File: config.mk
export PLATFORM = sky130hd
export DESIGN_NAME = sevseg_scan_n
export DESIGN_NICKNAME = d
export VERILOG_FILES = /design/src/rtl/sevseg_pkg.sv /design/src/rtl/sevseg_hex_decode.sv /design/src/rtl/sevseg_scan_n.sv
export SDC_FILE = /design/constraint.sdc
export NUM_CORES = 1
export LEC_CHECK = 0
export BUFFER_PORTS_ARGS = -buffer_cell sky130_fd_sc_hd__buf_2
export CORE_UTILIZATION = 30
export CTS_BUF_LIST = sky130_fd_sc_hd__clkbuf_8
export DETAILED_ROUTE_END_ITERATION = 16
export MAX_ROUTING_LAYER = met4
export PLACE_DENSITY = 0.48
export SLEW_MARGIN = 20
export SYNTH_ARGS = -nofsm -noshare
export SYNTH_HDL_FRONTEND = slang
export SYNTH_SLANG_ARGS = --single-unit
File: constraint.sdc
create_clock -name clk -period 2.6 [get_ports clk]
set_clock_uncertainty 0.05 [all_clocks]
set_input_delay 0.13 -clock clk [delete_from_list [all_inputs] [get_ports clk]]
set_output_delay 0.13 -clock clk [all_outputs]
set_load 0.01 [all_outputs]
File: src/rtl/sevseg_pkg.sv
// Shared constants for the seven-segment scanner: segment patterns, digit limit
// and the index-width helper.
package sevseg_pkg;

    localparam int MAX_DIGITS = 8;

    localparam logic [7:0] SEG_BLANK = 8'hFF;

    // Active-low {g,f,e,d,c,b,a}; the dp bit is added by the scanner.
    localparam logic [6:0] SEG_HEX [16] = '{
        7'h40, 7'h79, 7'h24, 7'h30, 7'h19, 7'h12, 7'h02, 7'h78,
        7'h00, 7'h10, 7'h08, 7'h03, 7'h46, 7'h21, 7'h06, 7'h0E
    };

    // Bits needed to hold 0..n-1, never less than one.
    function automatic int clog2(input int n);
        int r;
        r = 0;
        for (int i = 0; i < 31; i++) begin
            if ((1 << i) < n) begin
                r = i + 1;
            end
        end
        return (r < 1) ? 1 : r;
    endfunction

endpackage

File: src/rtl/sevseg_hex_decode.sv
// Combinational hex nibble to active-low seven-segment pattern.
module sevseg_hex_decode
    import sevseg_pkg::*;
(
    input  logic [3:0] nibble,
    output logic [6:0] seg_n
);

    always_comb begin
        seg_n = SEG_HEX[nibble];
    end

endmodule

File: src/rtl/sevseg_scan_n.sv
// Time-multiplexed N-digit common-anode hex display driver with frame snapshot
// and dead time. Optional leading-zero blanking when SEVSEG_LZB_EN is defined.
module sevseg_scan_n
    import sevseg_pkg::*;
#(
    parameter int          NUM_DIGITS   = 4,
    parameter logic [15:0] REFRESH_DIV  = 16'd50000,
    parameter logic [15:0] BLANK_CYCLES = 16'd500
) (
    input  logic                    clk,
    input  logic                    rst,
    input  logic                    en,
    input  logic [4*NUM_DIGITS-1:0] value,
    input  logic [NUM_DIGITS-1:0]   dp,
    output logic [7:0]              seg,
    output logic [NUM_DIGITS-1:0]   an,
    output logic                    frame_start
);

    localparam int IDX_W = clog2(NUM_DIGITS);
    localparam logic [IDX_W-1:0] LAST_IDX = IDX_W'(NUM_DIGITS - 1);

    logic [15:0]             presc_q, presc_d;
    logic [IDX_W-1:0]        idx_q, idx_d;
    logic [4*NUM_DIGITS-1:0] snap_val_q, snap_val_d;
    logic [NUM_DIGITS-1:0]   snap_dp_q, snap_dp_d;
    logic                    pending_q, pending_d;
    logic [7:0]              seg_q, seg_d;
    logic [NUM_DIGITS-1:0]   an_q, an_d;
    logic                    frame_start_q, frame_start_d;

    logic                    slot_tick;
    logic                    frame_wrap;
    logic                    lz_blank;
    logic [3:0]              cur_nib;
    logic [6:0]              seg_hex;
    logic [3:0]              nib_arr [NUM_DIGITS];

    generate
        for (genvar gi = 0; gi < NUM_DIGITS; gi++) begin : g_nib
            assign nib_arr[gi] = snap_val_q[4*gi +: 4];
        end
    endgenerate

    assign cur_nib = nib_arr[idx_q];

    sevseg_hex_decode u_dec (
        .nibble (cur_nib),
        .seg_n  (seg_hex)
    );

`ifdef SEVSEG_LZB_EN
    // hi_zero[i]: snapshot nibble i and every nibble above it are zero.
    logic [NUM_DIGITS-1:0] hi_zero;
    generate
        for (genvar gi = 0; gi < NUM_DIGITS; gi++) begin : g_lz
            if (gi == NUM_DIGITS - 1) begin : g_top
                assign hi_zero[gi] = (nib_arr[gi] == 4'h0);
            end else begin : g_mid
                assign hi_zero[gi] = (nib_arr[gi] == 4'h0) && hi_zero[gi+1];
            end
        end
    endgenerate
    assign lz_blank = (idx_q != '0) && hi_zero[idx_q] && !snap_dp_q[idx_q];
`else
    assign lz_blank = 1'b0;
`endif

    assign slot_tick  = (presc_q == REFRESH_DIV - 16'd1);
    assign frame_wrap = slot_tick && (idx_q == LAST_IDX);

    always_comb begin
        presc_d       = presc_q;
        idx_d         = idx_q;
        snap_val_d    = snap_val_q;
        snap_dp_d     = snap_dp_q;
        pending_d     = pending_q;
        seg_d         = SEG_BLANK;
        an_d          = '1;
        frame_start_d = 1'b0;

        if (en) begin
            presc_d = slot_tick ? 16'd0 : presc_q + 16'd1;
            if (slot_tick) begin
                idx_d = (idx_q == LAST_IDX) ? '0 : idx_q + 1'b1;
            end
            // pending_q covers the first enabled cycle after reset release.
            if (frame_wrap || pending_q) begin
                snap_val_d    = value;
                snap_dp_d     = dp;
                pending_d     = 1'b0;
                frame_start_d = 1'b1;
            end
            if (presc_q >= BLANK_CYCLES) begin
                an_d  = ~(NUM_DIGITS'(1) << idx_q);
                seg_d = lz_blank ? SEG_BLANK : {~snap_dp_q[idx_q], seg_hex};
            end
        end
    end

    always_ff @(posedge clk) begin
        if (rst) begin
            presc_q       <= '0;
            idx_q         <= '0;
            snap_val_q    <= '0;
            snap_dp_q     <= '0;
            pending_q     <= 1'b1;
            seg_q         <= SEG_BLANK;
            an_q          <= '1;
            frame_start_q <= 1'b0;
        end else begin
            presc_q       <= presc_d;
            idx_q         <= idx_d;
            snap_val_q    <= snap_val_d;
            snap_dp_q     <= snap_dp_d;
            pending_q     <= pending_d;
            seg_q         <= seg_d;
            an_q          <= an_d;
            frame_start_q <= frame_start_d;
        end
    end

    assign seg         = seg_q;
    assign an          = an_q;
    assign frame_start = frame_start_q;

endmodule

After elaboration in Yosys (flattened, before gate mapping). Memory sizes are Yosys's and may differ from the RTL's. A register that Yosys moved wholly into a read port is not among the register bits. Cells that the tools add are included.

$add $sub $neg: 2. $lt $le $gt $ge: 4. Eq/ne operators: 2. Shift operators: 1. Muxes and demuxes: 10. Bitwise gates (word level): 6. Reductions and logical operators: 6.

Operators with widths (count): adder 16 x 1 -> 16 bit (second input constant) (1); equality test 16 bit (second input constant) (1); >= comparator 16 x 9 -> 1 bit (second input constant) (1); 2-to-1 mux 16 bit (1); 2-to-1 mux 7 bit (2); binary-select mux 4 bit (select 2 bit) (1); 2-to-1 mux 4 bit (2); >= comparator 5 bit (second input constant) (1); NOT 4 -> 5 bit (1); NOT 4 bit (1); AND reduction 2 bit (2); left shift 1 x 2 -> 4 bit (first input constant) (1); >= comparator 3 bit (second input constant) (1); less-than comparator 2 x 3 -> 1 bit (second input constant) (1); NOT 1 bit (3); NOT 2 -> 3 bit (1); OR reduction 3 bit (1); adder 2 x 1 -> 2 bit (second input constant) (1); binary-select mux 1 bit (select 2 bit) (1); equality test 2 bit (second input constant) (1); 2-to-1 mux 1 bit (2); 2-to-1 mux 2 bit (1); OR reduction 2 bit (1); logical AND 1 bit (1); logical OR 1 bit (1).

Register bits: 52. Memory bits (read-only): 112. Bits of input ports: 23. Output and inout port bits: 13. Logic and storage cells: 40. Memories: 1.

Memories: (name not given) (depth 16, width 7, rd ports 1, clocked after Yosys merged registers in 1, write ports 0, RTL line sevseg_hex_decode.sv:10) `seg_n = SEG_HEX[nibble];`.

Logic depth before layout (Yosys ltp). Gate-level depths: netlist of run 1.

Depth after elaboration: 8. Gate-level depth with buffers: 7. Depth with buffers taken out: 6.

Hierarchy. A second synthesis of run 1 with hierarchy kept.

Cells, all modules: 322. Area, all modules: 2906.5 sq um.

By module, submodules not included: sevseg_scan_n (times used 1, cells an instance 289, area each 2628.8 sq um, seq. area each 1041.0 sq um); sevseg_hex_decode (times used 1, cells an instance 33, area each 277.8 sq um, seq. area each 0.0 sq um).

Worst setup path after synthesis of run 1. OpenSTA, ideal clock, no wires.

Path type: register to register. Start point: register idx_q[1]. End point: register seg_q[0] (netlist: seg[0]). Setup time: 0.087 ns. Data arrival time: 2.043 ns. Data required time: 2.463 ns. Slack: 0.420 ns. Cell stages (with the launch flop): 8. Buffers on the path: 1. Clock period less this slack: 2.180 ns. Cell sequence: dfxtp_1 buf_2 mux4_2 inv_1 ha_1 nor2_1 a22o_1 o31ai_1.

Word-level cells in the longest chain between the ends: 5.

RTL lines: start, declared (RTL line sevseg_scan_n.sv:24) `logic [IDX_W-1:0] idx_q, idx_d;`; start signal, assigned (RTL line sevseg_scan_n.sv:113) `idx_q <= idx_d;`; NOT 2 -> 3 bit (not written as such) (RTL line sevseg_scan_n.sv:45) `assign cur_nib = nib_arr[idx_q];`; binary-select mux 4 bit (select 2 bit) (RTL line sevseg_scan_n.sv:45); 2-to-1 mux 4 bit (not written as such) (2 in a row) (RTL line sevseg_scan_n.sv:45); NOT 4 -> 5 bit (not written as such) (RTL line sevseg_hex_decode.sv:10); end, declared (RTL line sevseg_scan_n.sv:28) `logic [7:0] seg_q, seg_d;`.

Every way passes these cells. The select of a mux whose other input is x is not followed. A chain may end at the register's enable or synchronous reset.

Worst setup path after layout of run 1. Ends and elaborated chain as after synthesis.

==> results.md, run 1 <==
* Clk pwr share at 32.6%
* WL/cell at roughly 13 um
* Fin cells at a little over 400
* Number of post-CTS setup repair buffers at 0
* Crit Path Category: register to register
* Slew Viols, Final at 0
* Vias per std cell at 4.665
* CP startpoint kind: register
* Switch share at ~24%
* DP HPWL at 3747 um
* Reg-to-reg endpoint: seg[0]$_SDFF_PP1_
* Worst EP required at 2770 ps
* I/O pins at 36
* Int Power at 1.110 mW
* Synthesis Warnings at 0
* Synth cell types at between 40 and 50
* Yosys reg bits at 52
* Total GRT Usage at 12.70%
* Slowest cell on crit path: mux4_2
* Final hold violations at 0
* Cell chain of the critical path: mux4_2, inv_1, ha_1, nor2_1, a22o_1, o31ai_1
* Buf/Inv on CP at 1
* Async set-reset flop share out of synthesis at 0%
* Worst rel slew slack at between 60% and 70%
* Placed Cells at around 400
* Min Hold Slack at between 20 and 25 ps
* Final Util at 36.15%
* Synth Flop Type: dfxtp_1
* Combinational fraction of design power at ~10%
* Sw Pwr at ~0.35 mW
* CTS sink cnt at between 50 and 60
* Area delta synth->final at 14.38%
* Initial drt markers at 85
* CTS buffer count at 5
* Maximum operating frequency at 457.7 MHz
* Routed Antenna Nets at 0
* Tmin final at roughly 2200 ps
* Crit end category: register
* Die W at around 96 um
* Largest net degree at the start of global routing at 47
* Hold path startpoint: value[6]
* Simple-gate share of the synthesized area at a little under a quarter
* WHS Path Cells at 3
* Hold Path Class: input port to register
* Largest delay share family, worst path: multiplexers
* Most frequent cells in the layout: dfxtp_1 (52), nand2b_1 (40), buf_2 (35)
* Via count at between 1.5k and 2k
* Syn Inst Count at 269
* Antenna violations before repair at 0
* Crit-path max FO at 7
* Hold Buf Count CTS at 0
* First-pass GRT wire length at about 8900 um
* Die outline area at 0.009166 mm2
* Setup WS pre-CTS at ~420 ps
* Filler cell count at approximately 900
* Critical path depth in cells at 6
* Initial Utilization at a little under a third
* Main combinational cell family by area after synthesis: simple AND/OR/NAND/NOR gates
* Status: completed
* Vias in the first global route at 1,803
* RePlAce Congestion at ~0.8
* Root Buffer: clkbuf_8
* Overflow after GRT at 0
* Avg Synthesized Cell Area at approximately 9.8 um2
* Worst EP arrival at 2360 ps
* # setup viols final at 0
* Pwr Density at around 490 mW/mm2
* Worst-case clock buffer depth at 2
* Commonest non-fill, non-tap cell in the layout: dfxtp_1
* Worst hold path endpoint: snap_val_q[6]$_SDFFE_PP0P_
* CTS tree: done
* Clock slew at reported path FFs at roughly 100 ps
* Initial DRT Pass Iterations at 4
* Die Y at approximately 96 um
* Drt drc at 0
* Sequential Power Share at between 50% and 60%
* Fin nets at roughly 340
* Adder-cell share of the synthesized area at roughly 5.7%
* CTS H-tree lvls at 2
* Row Count at 33
* # port buffers at 35
* Worst Tran Pin Value at around 600 ps
* Static Leak at 1.177 nW
* FF-to-FF path depth at 6
* Synth Area in XOR/XNOR at approximately 5%
* Mapped Area at between 0.002 and 0.003 mm2
* Post-CTS sizing at 0
* CP peak stage delay at ~610 ps
* R2r setup slk at just over 400 ps
* Sequential fraction of the synthesis area at between 30 and 40%
* Final WL at a little over 5000 um
* Final Cycle Share at roughly 84%
* Core Footprint at ~0.0083 mm2
* Setup TNS at 0 ps
* Skew-Pair Late Insertion Delay at about 300 ps
* Worst reg2reg startpoint: idx_q[1]$_SDFFE_PP0P_
* Number of flops mapped to enable cells by yosys at 0
* N_diodes at 0
* Mux contribution to synthesized area at between 10% and 20%
* Share of layout cells above drive strength 1 at around a fifth
* Worst setup margin at approximately 420 ps
* Max-cap viol count at 0
* Worst vdd ir at about 0.18 mV
* Syn nets at around 300
* RSZ-0062 raised after global routing: false
* Complex-gate fraction of the synthesized area at 5.838%
==> per-stage QoR <==
step	area (um2)	total power, mW
floorplan	2636	0.9668
global placement	2922	1.006
detailed placement	2922	1.006
CTS	3015	1.495
global route	3015	1.559
finish	3015	1.463
==> final cells by class <==
| cell class | instances | area (um2) | share of cell area [%] |
|---|---|---|---|
| multi-input combinational | 191 | 1473 | 48.84 |
| sequential | 52 | 1041 | 34.52 |
| timing repair buffer | 44 | 242.7 | 8.050 |
| tap | 105 | 131.4 | 4.357 |
| clock buffer | 6 | 82.58 | 2.739 |
| inverter | 9 | 33.78 | 1.120 |
| clock inverter | 2 | 11.26 | 0.3734 |
==> synthesized netlist by cell type, types with 3 or more instances <==
| master | number | area share, % |
|---|---|---|
| nor2_1 | 23 | 3.3 |
| mux4_2 | 4 | 3.4 |
| dfxtp_1 | 52 | 39 |
| nor3_1 | 4 | 0.76 |
| nand2b_1 | 40 | 9.5 |
| xnor2_1 | 9 | 3.0 |
| mux2_2 | 3 | 1.3 |
| nand2_1 | 12 | 1.7 |
| inv_1 | 9 | 1.3 |
| nand4_1 | 5 | 1.2 |
| xor2_1 | 6 | 2.0 |
| nand3_1 | 5 | 0.95 |
| mux2i_1 | 31 | 12 |
| o311ai_0 | 3 | 1.0 |
| clkbuf_1 | 9 | 1.3 |
| ha_1 | 12 | 5.7 |
| and4_1 | 3 | 1.0 |
| buf_2 | 5 | 0.95 |
==> sequential cells by signal (all words and copies together) (netlist names) <==
register / cells
presc_q: 16
frame_start: 1
seg: 8
snap_val_q: 16
pending_q: 1
idx_q: 2
an: 4
snap_dp_q: 4
==> power by group through the flow <==
stage	Sequential [mW]	Clock (mW)	Combinational, mW
after floorplan	0.851	0	0.116
after global placement	0.857	0	0.149
after detailed placement	0.856	0	0.150
after CTS	0.838	0.507	0.151
after global routing	0.842	0.549	0.168
final	0.837	0.477	0.149
==> routing by layer <==
layer | wire (um) | GRT usage [%] | part of all wire [%] | up-vias
met5 | 0 | - | 0 | -
met4 | 31 | 2.985 | 0.60 | 0
met3 | 200 | 2.370 | 3.9 | 2
met2 | 2142 | 18.81 | 41 | 33
met1 | 2809 | 17.86 | 54 | 883
li1 | - | - | - | 990
==> cell families (layout without fill, tap and decap cells) <==
| kind of cell | count (synthesis) | after routing |
|---|---|---|
| buf+inv | 26 | 61 |
| xor+xnor | 15 | 15 |
| compound gates | 20 | 20 |
| simple gates | 106 | 106 |
| fa+ha+maj | 12 | 12 |
| flops | 52 | 52 |
| mux | 38 | 38 |
==> how the worst max path moves through the flow <==
stage	slack [ps]	to	start
2_1_floorplan	420	seg[0]$_SDFF_PP1_	idx_q[1]$_SDFFE_PP0P_
3_3_place_gp	460	seg[1]$_SDFF_PP1_	idx_q[1]$_SDFFE_PP0P_
3_5_place_dp	420	seg[0]$_SDFF_PP1_	idx_q[1]$_SDFFE_PP0P_
4_1_cts	390	seg[1]$_SDFF_PP1_	idx_q[1]$_SDFFE_PP0P_
5_1_grt	250	seg[0]$_SDFF_PP1_	idx_q[1]$_SDFFE_PP0P_
6_report	420	seg[0]$_SDFF_PP1_	idx_q[1]$_SDFFE_PP0P_
==> tightest hold or removal path, cell delays in order <==
cell,delay (ps)
buf_2,90
nand2b_1,50
mux2i_1,50
No activity file was read; power rests on OpenSTA's default activity.
==> run 2, diff against run 1 <==
--- a/config.mk
+++ b/config.mk
@@ -5,12 +5,13 @@
 export SDC_FILE = /design/constraint.sdc
 export NUM_CORES = 1
 export LEC_CHECK = 0
+export ABC_AREA = 1
 export BUFFER_PORTS_ARGS = -buffer_cell sky130_fd_sc_hd__buf_2
 export CORE_UTILIZATION = 30
 export CTS_BUF_LIST = sky130_fd_sc_hd__clkbuf_8
 export DETAILED_ROUTE_END_ITERATION = 16
 export MAX_ROUTING_LAYER = met4
-export PLACE_DENSITY = 0.48
+export PLACE_DENSITY = 0.5
 export SLEW_MARGIN = 20
 export SYNTH_ARGS = -nofsm -noshare
 export SYNTH_HDL_FRONTEND = slang
==> constraint.sdc (replaced) <==
create_clock -name clk -period 1.9 [get_ports clk]
set_clock_uncertainty 0.05 [all_clocks]
set_input_delay 0.095 -clock clk [delete_from_list [all_inputs] [get_ports clk]]
set_output_delay 0.095 -clock clk [all_outputs]
set_load 0.01 [all_outputs]
==> run 2 against run 1 <==
Utilization down 0.15 points. Clock power up 35%. Worst setup slack got worse by 150 ps. Routed wire length up 9.3%. Flip-flop and latch count unchanged. Maximum frequency up 33%. Final cell count grew 29%. First-iteration DRC count shrank 26%. Area after synthesis is 0.28% lower. Global-route usage is 1.1 points higher. Worst hold slack improved by 12 ps. Critical path type unchanged. Largest cell class unchanged.
==> results.md, run 2 <==
* Int Power at roughly 1.5 mW
* CP startpoint kind: register
* Commonest non-fill, non-tap cell in the layout: nand2_1
* Most frequent cells in the layout: nand2_1 (88), nor2_1 (76), dfxtp_1 (52)
* Core Footprint at about 0.0083 mm2
* Skew-Pair Late Insertion Delay at ~300 ps
* Crit Path Category: register to register
* Drt drc at 0
* N_diodes at 0
* Share of layout cells above drive strength 1 at between 15 and 20%
* Initial drt markers at 63
* Pwr Density at between 600 and 700 mW/mm2
* Worst EP required at 2050 ps
* Reg area at between 0.001 and 0.0015 mm2
* Mapped Area at roughly 0.0026 mm2
* Number of flops mapped to enable cells by yosys at 0
* Hold path startpoint: rst
* WHS Path Cells at 2
* # setup viols final at 0
* Clock slew at reported path FFs at approximately 90 ps
* Setup TNS at 0 ps
* FF-to-FF path depth at 10
* Combinational fraction of design power at a little under an eighth
* Yosys top cell by area: dfxtp_1
* Final Cycle Share at around 86%
* WL/cell at roughly 11 um
* Worst Tran Pin Value at approximately 340 ps
* CTS sink cnt at 52
* Worst vdd ir at slightly above 0.3 mV
* Final Util at 36.00%
* Maximum operating frequency at ~610 MHz
* CTS buffer count at 5
* Sequential Power Share at between 50% and 60%
* Reg-to-reg endpoint: seg[3]$_SDFF_PP1_
* Row Count at 33
* Synth top area share at 39.60%
* Hold Path Class: input port to register
* Die W at 95.61 um
* Antenna violations before repair at 0
* Worst-case clock buffer depth at 2
* Yosys reg bits at 52
* Setup WS pre-CTS at between 200 and 250 ps
* Syn Inst Count at 384
* Fin nets at about 460
* Final hold violations at 0
* Commonest cells post-synth: nand2_1 (89), nor2_1 (76), dfxtp_1 (52)
* Filler cell count at 945
* Vias in the first global route at just over 2k
* Max-cap viol count at 0
* Worst rel slew slack at between 70 and 80%
* Async set-reset flop share out of synthesis at 0%
* Total GRT Usage at 13.80%
* Syn nets at 419
* Via count at 2,335
* CTS H-tree lvls at 2
* Area delta synth->final at 14.23%
* Routed Antenna Nets at 0
* Sequential fraction of the synthesis area at slightly below 40%
* Final WL at 5666 um
* Worst setup margin at 262.4 ps
* Static Leak at ~1.4 nW
* Overflow after GRT at 0
* Worst hold path endpoint: presc_q[7]$_SDFFE_PP0P_
* R2r setup slk at approximately 260 ps
* Most common cell in the netlist: nand2_1
* Die Y at ~96 um
* CTS tree: done
* Synthesis Warnings at 0
* RePlAce Congestion at 0.8393
* Initial Utilization at a little under a third
* Worst reg2reg startpoint: idx_q[0]$_SDFFE_PP0P_
* Synth cell types at 32
* RSZ-0062 raised after global routing: false
* Top post-synthesis cells by area: dfxtp_1 (40%), nand2_1 (13%), nor2_1 (11%), nand3_1 (7.2%), ha_1 (5.7%)
* Worst EP arrival at roughly 1800 ps
* Post-CTS sizing at 0
* Root Buffer: clkbuf_8
* Hold Buf Count CTS at 0
* Tmin final at between 1500 and 2000 ps
* Clk pwr share at a little under a third
* Initial DRT Pass Iterations at 4
* Sw Pwr at around 0.52 mW
* First-pass GRT wire length at between 9000 and 10,000 um
* Largest net degree at the start of global routing at 24
* Switch share at around a quarter
* Status: completed
* Crit end category: register
* Crit-path max FO at 6
* Slew Viols, Final at 0
* Avg Synthesized Cell Area at around 7 um2
* DP HPWL at between 4000 and 5000 um
* # port buffers at 35
* Die outline area at ~0.0091 mm2
* Vias per std cell at about 4.4
* I/O pins at 36
* Synth Flop Type: dfxtp_1
* Number of post-CTS setup repair buffers at 0
* Multi-input logic area at 0.001334 mm2
[run 2: critical path: stages (launching register included)]
cell and delay [ps]:
dfxtp_1 340, buf_4 160, a21oi_1 130, nand2_1 60, nand2_1 140, inv_1 130, ha_1 240, nand2_2 80
nand2_1 50, a21oi_1 110, nand2_1 60
[run 2: how the worst max path moves through the flow]
stage	start	endpoint
after detailed placement	idx_q[1]$_SDFFE_PP0P_	seg[1]$_SDFF_PP1_
after global routing	idx_q[1]$_SDFFE_PP0P_	seg[2]$_SDFF_PP1_
final	idx_q[0]$_SDFFE_PP0P_	seg[3]$_SDFF_PP1_
after global placement	idx_q[0]$_SDFFE_PP0P_	seg[0]$_SDFF_PP1_
after CTS	idx_q[1]$_SDFFE_PP0P_	seg[0]$_SDFF_PP1_
after floorplan	idx_q[0]$_SDFFE_PP0P_	seg[3]$_SDFF_PP1_
[run 2: cells by family (layout without fill, tap and decap cells)]
logic type / after synthesis / in the layout / share of synthesized area (%)
AOI/OAI and AO/OA: 31 / 31 / 6.711
xor gates and xnor gates: 5 / 5 / 1.666
adders and majority gates: 12 / 12 / 5.711
buffers and inverters: 61 / 98 / 9.757
DFF: 52 / 52 / 39.60
and+or+nand+nor: 223 / 223 / 36.55
[run 2: layer usage]
layer,share of wire (%),GRT usage [%]
met5,0,-
met4,1.1,3.980
met3,4.5,2.711
met2,42,20.54
met1,52,18.84
[run 2: power groups by stage]
stage                     registers (mW)  logic, mW  clock network [mW]
final                               1.15      0.231               0.646
after global routing                1.16      0.267               0.726
after CTS                           1.15      0.233               0.675
after detailed placement            1.18      0.233                   0
after global placement              1.18      0.231                   0
after floorplan                     1.17      0.175                   0
[run 2: final cells by class]
cell class | count | share of cell area, %
clock buffers | 6 | 2.750
clock inverters | 2 | 0.3333
inverters | 49 | 6.125
multi-input cells | 271 | 44.42
flip-flops and latches | 52 | 34.67
well taps | 105 | 4.375
repair buffers | 41 | 7.333
[run 2: through the flow]
stage	area, um2	cells	total power, mW	hold WS, ps
finish	3003	526	2.031	33.61
global route	3003	526	2.153	48.21
CTS	3000	526	2.063	23.60
detailed placement	2908	518	1.413	358.9
global placement	2908	518	1.411	348.6
floorplan	2629	384	1.346	264.0
